===== config.mk =====
export PLATFORM = sky130hd
export DESIGN_NAME = csa_stream_ctrl
export DESIGN_NICKNAME = d
export VERILOG_FILES = /design/src/rtl/csa_pkg.sv /design/src/rtl/csa_stream_ctrl.sv
export SDC_FILE = /design/constraint.sdc
export NUM_CORES = 1
export LEC_CHECK = 0
export ABC_AREA = 1
export CAP_MARGIN = 20
export CELL_PAD_IN_SITES_DETAIL_PLACEMENT = 0
export CELL_PAD_IN_SITES_GLOBAL_PLACEMENT = 1
export CORE_MARGIN = 8
export CORE_UTILIZATION = 25
export CTS_CLUSTER_DIAMETER = 200
export DETAILED_ROUTE_END_ITERATION = 16
export PLACE_DENSITY_LB_ADDON = 0.1
export SYNTH_ARGS = -nofsm -noshare
export SYNTH_HDL_FRONTEND = slang
export SYNTH_SLANG_ARGS = --single-unit

===== constraint.sdc =====
create_clock -name clk -period 4.6 [get_ports clk]
set_input_delay 0.92 -clock clk [delete_from_list [all_inputs] [get_ports clk]]
set_output_delay 0.92 -clock clk [all_outputs]
set_load 0.01 [all_outputs]

===== src/rtl/csa_pkg.sv =====
// Shared definitions for the CSA stream sequencer: packed stream-state layout and key mapping.
package csa_pkg;

    localparam int unsigned ST_W  = 107;
    localparam int unsigned AB_W  = 40;
    localparam int unsigned NIB_W = 4;

    // Field offsets of {A[39:0],B[39:0],D,E,F,X,Y,Z[3:0],p,q,r}
    localparam int unsigned A_LSB = 67;
    localparam int unsigned B_LSB = 27;
    localparam int unsigned D_LSB = 23;
    localparam int unsigned E_LSB = 19;
    localparam int unsigned F_LSB = 15;
    localparam int unsigned X_LSB = 11;
    localparam int unsigned Y_LSB = 7;
    localparam int unsigned Z_LSB = 3;
    localparam int unsigned P_BIT = 2;
    localparam int unsigned Q_BIT = 1;
    localparam int unsigned R_BIT = 0;

    typedef enum logic [1:0] {
        ST_IDLE,
        ST_INIT_RUN,
        ST_GEN_RUN,
        ST_OUT
    } csa_fsm_e;

    // Common key into the initial stream state; A and B get nibble 0 at the LSB.
    function automatic logic [ST_W-1:0] key_to_state(input logic [63:0] ck);
        logic [ST_W-1:0] s;
        s[A_LSB +: AB_W]  = {8'h00, ck[31:0]};
        s[B_LSB +: AB_W]  = {8'h00, ck[63:32]};
        s[D_LSB +: NIB_W] = '0;
        s[E_LSB +: NIB_W] = '0;
        s[F_LSB +: NIB_W] = '0;
        s[X_LSB +: NIB_W] = '0;
        s[Y_LSB +: NIB_W] = '0;
        s[Z_LSB +: NIB_W] = '0;
        s[P_BIT]          = 1'b0;
        s[Q_BIT]          = 1'b0;
        s[R_BIT]          = 1'b0;
        return s;
    endfunction

endpackage


===== src/rtl/csa_stream_ctrl.sv =====
// Sequencer in front of the 8-byte stream-cipher pipeline: key load, init/generation passes,
// state feedback between blocks of a packet and one keystream word out per block.
module csa_stream_ctrl
    import csa_pkg::*;
#(
    parameter int unsigned PIPE_LAT = 10
) (
    input  logic            clk,
    input  logic            rst_n,
    input  logic            ck_valid,
    input  logic [63:0]     ck,
    input  logic            blk_valid,
    output logic            blk_ready,
    input  logic [63:0]     blk_data,
    input  logic            blk_first,
    input  logic            blk_last,
    output logic            sa_init,
    output logic [63:0]     sa_sb,
    output logic [ST_W-1:0] sa_state,
    input  logic [ST_W-1:0] so_state,
    input  logic [63:0]     so_cb,
    output logic            ks_valid,
    input  logic            ks_ready,
    output logic [63:0]     ks_data,
    output logic            ks_last
);

    localparam int unsigned CNT_W = (PIPE_LAT < 1) ? 1 : $clog2(PIPE_LAT + 1);

    if (PIPE_LAT == 0) begin : g_bad_pipe_lat
        $error("csa_stream_ctrl: PIPE_LAT must be at least 1");
    end

    csa_fsm_e         state_q, state_d;
    logic [CNT_W-1:0] cnt_q, cnt_d;
    logic [ST_W-1:0]  key_q, key_d;
    logic [ST_W-1:0]  saved_q, saved_d;
    logic             key_loaded_q, key_loaded_d;
    logic             active_q, active_d;
    logic             last_q, last_d;
    logic             sa_init_d;
    logic [63:0]      sa_sb_d;
    logic [ST_W-1:0]  sa_state_d;
    logic             ks_valid_d;
    logic [63:0]      ks_data_d;
    logic             ks_last_d;

    // A key load in the same cycle as an offered block takes priority.
    assign blk_ready = rst_n && (state_q == ST_IDLE) && key_loaded_q && !ck_valid;

    // Next-state and next-output logic
    always_comb begin
        state_d      = state_q;
        cnt_d        = cnt_q;
        key_d        = key_q;
        saved_d      = saved_q;
        key_loaded_d = key_loaded_q;
        active_d     = active_q;
        last_d       = last_q;
        sa_init_d    = 1'b0;
        sa_sb_d      = sa_sb;
        sa_state_d   = sa_state;
        ks_valid_d   = ks_valid;
        ks_data_d    = ks_data;
        ks_last_d    = ks_last;

        case (state_q)
            ST_IDLE: begin
                if (ck_valid) begin
                    key_d        = key_to_state(ck);
                    key_loaded_d = 1'b1;
                    active_d     = 1'b0;
                end else if (blk_valid && blk_ready) begin
                    last_d = blk_last;
                    cnt_d  = CNT_W'(PIPE_LAT);
                    if (blk_first || !active_q) begin
                        state_d    = ST_INIT_RUN;
                        sa_init_d  = 1'b1;
                        sa_sb_d    = blk_data;
                        sa_state_d = key_q;
                    end else begin
                        state_d    = ST_GEN_RUN;
                        sa_sb_d    = '0;
                        sa_state_d = saved_q;
                    end
                end
            end
            ST_INIT_RUN: begin
                sa_init_d = 1'b1;
                if (cnt_q == '0) begin
                    // Keystream of the init pass is dropped; only the state carries on.
                    saved_d    = so_state;
                    state_d    = ST_GEN_RUN;
                    sa_init_d  = 1'b0;
                    sa_sb_d    = '0;
                    sa_state_d = so_state;
                    cnt_d      = CNT_W'(PIPE_LAT);
                end else begin
                    cnt_d = cnt_q - CNT_W'(1);
                end
            end
            ST_GEN_RUN: begin
                if (cnt_q == '0) begin
                    saved_d    = so_state;
                    ks_data_d  = so_cb;
                    ks_last_d  = last_q;
                    ks_valid_d = 1'b1;
                    active_d   = 1'b1;
                    state_d    = ST_OUT;
                end else begin
                    cnt_d = cnt_q - CNT_W'(1);
                end
            end
            ST_OUT: begin
                if (ks_ready) begin
                    ks_valid_d = 1'b0;
                    state_d    = ST_IDLE;
                    if (ks_last) begin
                        active_d = 1'b0;
                    end
                end
            end
            default: begin
                state_d = ST_IDLE;
            end
        endcase
    end

    // State and output registers
    always_ff @(posedge clk) begin
        if (!rst_n) begin
            state_q      <= ST_IDLE;
            cnt_q        <= '0;
            key_q        <= '0;
            saved_q      <= '0;
            key_loaded_q <= 1'b0;
            active_q     <= 1'b0;
            last_q       <= 1'b0;
            sa_init      <= 1'b0;
            sa_sb        <= '0;
            sa_state     <= '0;
            ks_valid     <= 1'b0;
            ks_data      <= '0;
            ks_last      <= 1'b0;
        end else begin
            state_q      <= state_d;
            cnt_q        <= cnt_d;
            key_q        <= key_d;
            saved_q      <= saved_d;
            key_loaded_q <= key_loaded_d;
            active_q     <= active_d;
            last_q       <= last_d;
            sa_init      <= sa_init_d;
            sa_sb        <= sa_sb_d;
            sa_state     <= sa_state_d;
            ks_valid     <= ks_valid_d;
            ks_data      <= ks_data_d;
            ks_last      <= ks_last_d;
        end
    end

endmodule


==> flow_metrics.py, run 1 <==
metrics = {
    "drt": {
        "antenna_left": 0,
        "viasPerCell": 4.44,
        "drcViolationCount": 0,
        "drt_pass1_iterations": 5,
        "routed_wirelength_um": 73900,
        "drt_iter0_drc": 977,
        "vias": 18000,
        "routedWlPerCell_um": 18.3,
    },
    "floorplanning": {
        "die_area_um2": 80600,
        "io_pins": 545,
        "die_x_um": 284,
        "placementRows": 98,
        "initial_core_util_pct": 25.2,
        "coreArea_um2": 71200,
        "die_y_um": 284,
    },
    "clock_network": {
        "cts.path.max_buffers": 3,
        "cts.sinks": 418,
        "clk_transition_reported_paths_ps": 60,
        "cts_setup_buffers": 0,
        "clk_latency_ps": 600,
        "cts_tree": "done",
        "tritoncts.num_buffers": 53,
        "cts_resized": 0,
        "root_buffer": "clkbuf_16",
        "htreeDepth": 2,
        "cts_hold_buf": 0,
    },
    "power_and_ir_drop": {
        "p_per_area_nw_per_um2": 629,
        "leakagePower_nw": 10.1,
        "max-vdd-ir-drop_v": 0.000597,
        "totalPowerFinal_mw": 16.2,
    },
    "synth": {
        "syn_avg_cell_area_um2": 6.82,
        "synth_top_cell_by_area": "dfxtp_1",
        "ys_top_cells_by_area": "dfxtp_1 47%, nand2_1 12%, o21ai_0 8.1%",
        "synth-seq-area-share_pct": 46.6,
        "yosysTopAreaCellShare_pct": 46.6,
        "syn-num-nets": 2946,
        "ys_seq_elements": 418,
        "synth_area_um2": 17900,
        "ys_warn_count": 0,
        "syn-instance-count": 2632,
        "synth_cell_types": 22,
    },
    "worst_setup_path": {
        "rrSetupSlack_ps": 1640,
        "path_buf_inv": 4,
        "critical_path.top_delay_family": "buffers and inverters",
        "worstSetupStartpoint": "state_q[1]$_SDFFE_PN0P_",
        "worstReg2RegEnd": "sa_sb[55]$_SDFFE_PN0P_",
        "cp_num_cells": 7,
        "crit_type": "register to output port",
        "cp.required_ps": 3680,
        "path_max_fanout": 4,
        "arrival_ps": 2630,
        "crit_end": "blk_ready",
        "slowest_stage": "clkdlybuf4s50_1",
        "crit_top_cell": "inv_1",
        "cp_slowest_stage_delay_ps": 640,
        "ff2ff_path_depth": 7,
        "endpoint_kind": "output port",
        "r2r_start": "state_q[1]$_SDFFE_PN0P_",
        "crit_chain": "inv_1 -> ha_1 -> inv_1 -> nor2_2 -> inv_1 -> nor2_1 -> clkdlybuf4s50_1",
        "worst_setup_path_start_kind": "register",
    },
    "timing": {
        "finalSetupTns_ps": 0,
        "tightest_slew_ps": 1070,
        "layout_min_cycle_time_ps": 3550,
        "hold_violations": 0,
        "finalSetupViolations": 0,
        "fin_ws_ps": 1050,
        "slew_headroom_pct": 28.6,
        "max_freq_ghz": 0.282,
        "rsz0062_at_grt": "no",
        "final_max_slew_viol_count": 0,
        "whs_ps": 450,
        "layout_worst_path_cycle_share_pct": 77.2,
        "finClkSkew_ps": 19.6,
    },
    "final_layout": {
        "fin_area_um2": 25800,
        "area_growth_syn_to_layout_pct": 44.0,
        "layout_common_cells": "571 x nand2_1, 543 x clkdlybuf4s50_1, 418 x dfxtp_1, 379 x nor2_1, 291 x o21ai_0",
        "final_common_cell": "nand2_1",
        "drive_gt1_share_pct": 4.05,
        "final_cells": 4049,
        "layout.nets": 3364,
        "fillers": 7540,
        "finish.utilization_pct": 36.3,
    },
    "global_route": {
        "grt_usage_pct": 17.5,
        "grt_max_degree": 217,
        "gr-total-overflow": 0,
        "grt_pass1_wl_um": 111000,
        "antenna_found_initial": 26,
        "grt_pass1_vias": 17600,
    },
    "place": {
        "dpl.cell_count": 3945,
        "gp_congestion": 0.776,
        "preCtsSetupSlack_ps": 1110,
        "io_buffers": 544,
        "placed_area_um2": 24000,
        "dpl.hpwl_um": 49300,
    },
    "flow_run": {
        "cap_violations": 0,
    },
    "min_path": {
        "min_path_cells": 2,
        "hold_class": "register to register",
    },
    "status": {
        "status": "complete, no violations",
    },
}
[where the power goes]
| group | total, mW | switching, mW | internal (mW) |
|---|---|---|---|
| Clock | 4.21 | 1.66 | 2.55 |
| Combinational | 6.58 | 3.99 | 2.59 |
| Sequential | 5.45 | 0.565 | 4.89 |
[cell families (layout without fill, tap and decap cells)]
family | Yosys count | in the layout | share of synthesized area, %
fa+ha+maj | 8 | 8 | 0.558
compound gates | 593 | 593 | 17.1
buf+inv | 492 | 947 | 10.7
other cells | 0 | 12 | 0
simple gates | 1121 | 1121 | 25.1
flops | 418 | 418 | 46.6
[sequential cells by signal, summed over array words and instances (netlist names)]
| name | flops |
|---|---|
| sa_init | 1 |
| state_q | 2 |
| sa_state | 107 |
| key_q | 64 |
| ks_last | 1 |
| active_q | 1 |
| last_q | 1 |
| saved_q | 107 |
| key_loaded_q | 1 |
| cnt_q | 4 |
| ks_valid | 1 |
| ks_data | 64 |
| sa_sb | 64 |
[metal layers]
metal  vias up  routed length (µm)  global-route usage, %
li1       9207                   -                      -
met1      8260               31800                   21.1
met2       411               34800                   29.1
met3        95                5690                   6.28
met4        16                1520                   4.78
met5         -                 108                      0
[worst min path at each step]
stage                             start                        to
2_1_floorplan   saved_q[0]$_SDFFE_PN0P_   saved_q[0]$_SDFFE_PN0P_
3_3_place_gp   saved_q[24]$_SDFFE_PN0P_  saved_q[24]$_SDFFE_PN0P_
3_5_place_dp   saved_q[60]$_SDFFE_PN0P_  saved_q[60]$_SDFFE_PN0P_
4_1_cts        saved_q[32]$_SDFFE_PN0P_  saved_q[32]$_SDFFE_PN0P_
5_1_grt        saved_q[59]$_SDFFE_PN0P_  saved_q[59]$_SDFFE_PN0P_
6_report       saved_q[26]$_SDFFE_PN0P_  saved_q[26]$_SDFFE_PN0P_
[tightest hold or removal path: cells and delay by family, from the launching register on]
family / cells / cell delay, ps
flops: 1 / 290
buf+inv: 1 / 60
compound gates: 1 / 50
[cell usage after synthesis (all sizes together)]
library cell / number
nor3: 2
buf: 54
a21oi: 266
clkinv: 1
nand2: 577
inv: 286
dfxtp: 418
nor2: 380
nand4: 63
o31ai: 35
clkbuf: 151
o21bai: 1
o21ai: 291
ha: 8
nand3: 99
[area by class of cell]
type	count	area (µm²)	share of cell area, %
inverters	287	1080	4.18
clock buffers	84	1700	6.56
multi-input cells	1722	7720	29.9
repair buffers	568	5680	22.0
flip-flops and latches	418	8370	32.4
clock inverters	8	71.3	0.276
well taps	950	1190	4.60
diodes	12	30.0	0.116
(Power assumes the default switching activity.)
==> inputs of run 2 (changes only) <==
clock period = 3.61 ns   (was 4.6 ns; I/O delays follow)
==> run 2 against run 1 <==
Final cell count rose by 0.32%. Non-clock buffer count rose by 7. Flip-flop and latch count did not move. Critical path depth did not move. Critical path type unchanged. Largest cell class unchanged.
==> flow_metrics.py, run 2 (synthesis gave the netlist of run 1 again) <==
metrics = {
    "timing": {
        "hold_violations": 0,
        "max_freq_ghz": 0.302,
        "rsz0062_at_grt": "no",
        "finalSetupViolations": 0,
        "tightest_slew_ps": 1100,
        "final_max_slew_viol_count": 0,
        "layout_min_cycle_time_ps": 3320,
        "slew_headroom_pct": 26.4,
        "finalSetupTns_ps": 0,
        "layout_worst_path_cycle_share_pct": 91.8,
        "finClkSkew_ps": 15.2,
    },
    "power_and_ir_drop": {
        "p_comb_share_pct": 41.0,
        "pwr-share-seq_pct": 33.3,
        "max-vdd-ir-drop_v": 0.000700,
        "p_per_area_nw_per_um2": 801,
        "switching_power_mw": 7.96,
        "leakagePower_nw": 10.2,
        "intPower_mw": 12.8,
        "sw_frac_of_total_pct": 38.3,
        "clkPwrFrac_pct": 25.6,
    },
    "final_layout": {
        "layout_common_cells": "571 x nand2_1, 543 x clkdlybuf4s50_1, 418 x dfxtp_1, 379 x nor2_1, 291 x o21ai_0",
        "layout.nets": 3370,
        "final_common_cell": "nand2_1",
        "drive_gt1_share_pct": 4.20,
        "reg_top3": "sa_state (107), saved_q (107)",
        "ff_latch_area_um2": 8370,
        "final_cells": 4062,
        "area_growth_syn_to_layout_pct": 44.6,
        "multi_input_area_um2": 7720,
        "fillers": 7488,
    },
    "floorplanning": {
        "die_x_um": 284,
        "die_y_um": 284,
        "placementRows": 98,
        "die_area_um2": 80600,
        "io_pins": 545,
        "initial_core_util_pct": 25.2,
        "coreArea_um2": 71200,
    },
    "worst_setup_path": {
        "worst_setup_path_start_kind": "register",
        "endpoint_kind": "output port",
        "crit_end": "blk_ready",
        "worstSetupStartpoint": "state_q[0]$_SDFFE_PN0P_",
        "rrSetupSlack_ps": 1030,
        "crit_type": "register to output port",
        "arrival_ps": 2590,
        "ff2ff_path_depth": 11,
        "path_max_fanout": 4,
        "r2r_start": "state_q[0]$_SDFFE_PN0P_",
        "worstReg2RegEnd": "sa_state[27]$_SDFFE_PN0P_",
        "cp.required_ps": 2890,
    },
    "clock_network": {
        "cts_tree": "done",
        "cts_hold_buf": 0,
        "clk_transition_reported_paths_ps": 60,
        "tritoncts.num_buffers": 52,
        "cts.sinks": 418,
        "cts_resized": 0,
        "htreeDepth": 2,
        "root_buffer": "clkbuf_16",
        "cts_setup_buffers": 0,
        "cts.path.max_buffers": 3,
        "clk_latency_ps": 590,
    },
    "global_route": {
        "grt_pass1_vias": 17900,
        "grt_max_degree": 209,
        "gr-total-overflow": 0,
        "grt_pass1_wl_um": 113000,
        "antenna_found_initial": 26,
        "grt_usage_pct": 17.6,
    },
    "min_path": {
        "min_path_cells": 2,
        "hold_class": "register to register",
    },
    "drt": {
        "drt_pass1_iterations": 4,
        "routed_wirelength_um": 74000,
        "routedWlPerCell_um": 18.2,
        "drt_iter0_drc": 889,
        "viasPerCell": 4.47,
        "drcViolationCount": 0,
        "antenna_left": 0,
        "vias": 18100,
    },
    "place": {
        "io_buffers": 544,
        "dpl.cell_count": 3952,
        "dpl.hpwl_um": 49200,
        "gp_congestion": 0.766,
    },
    "status": {
        "status": "complete, no violations",
    },
    "flow_run": {
        "cap_violations": 0,
    },
}
==> run 2: cell count changes in the layout (fill, tap and decap cells not counted) <==
cell | before | now
buf_12 | 4 | 10
clkbuf_8 | 22 | 17
diode_2 | 12 | 17
clkinv_2 | 5 | 9
clkbuf_1 | 8 | 11
bufinv_16 | 1 | 3
clkbuf_16 | 55 | 53
buf_4 | 20 | 21
inv_6 | 1 | 0
==> run 2: how the worst min path moves through the flow <==
| stage | start | to | slack [ps] |
|---|---|---|---|
| CTS | saved_q[41]$_SDFFE_PN0P_ | saved_q[41]$_SDFFE_PN0P_ | 450 |
| finish | saved_q[65]$_SDFFE_PN0P_ | saved_q[65]$_SDFFE_PN0P_ | 450 |
| detailed placement | saved_q[41]$_SDFFE_PN0P_ | saved_q[41]$_SDFFE_PN0P_ | 440 |
| floorplan | saved_q[0]$_SDFFE_PN0P_ | saved_q[0]$_SDFFE_PN0P_ | 430 |
| global placement | saved_q[31]$_SDFFE_PN0P_ | saved_q[31]$_SDFFE_PN0P_ | 440 |
| global route | saved_q[65]$_SDFFE_PN0P_ | saved_q[65]$_SDFFE_PN0P_ | 470 |
==> run 2: power by group through the flow <==
stage | clock [mW] | sequential (mW) | combinational, mW
floorplan | 0 | 7.28 | 4.55
global placement | 0 | 6.99 | 8.61
detailed placement | 0 | 7.02 | 8.67
CTS | 5.55 | 6.94 | 8.71
global route | 5.72 | 7.12 | 9.59
finish | 5.33 | 6.92 | 8.53
==> run 2: through the flow <==
step	area, µm²	setup WS, ps	util, %	total power, mW	hold slack, ps
2_1_floorplan	17900	1650	-	11.8	429
3_3_place_gp	24200	627	33.9	15.6	439
3_5_place_dp	24200	613	33.9	15.7	444
4_1_cts	25900	220	36.3	21.2	453
5_1_grt	25900	80.3	36.4	22.4	470
6_report	25900	294	36.4	20.8	450
==> run 2: worst max-delay path, cell delays in order, from the launching register on <==
cell and delay, ps:
dfxtp_1 370, inv_1 170, ha_1 290, inv_1 130, nor2_2 150, inv_1 50, nor2_1 210, clkdlybuf4s50_1 640
==> run 2: metal layers <==
metal / global-route usage [%] / part of all wire [%] / wire length [µm] / vias up
met1: 21.5 / 43 / 31700 / 8391
met3: 6.14 / 8.0 / 5880 / 103
li1: - / - / - / 9225
met5: 0 / 0.11 / 82 / -
met2: 29.1 / 47 / 34500 / 407
met4: 5.15 / 2.4 / 1800 / 12
==> run 2: layout make-up <==
class	instances	share of cell area (%)
flip-flops and latches	418	32.3
multi-input cells	1722	29.8
repair buffers	575	22.4
clock buffers	80	6.12
well taps	950	4.58
inverters	287	4.16
clock inverters	13	0.550
diodes	17	0.164
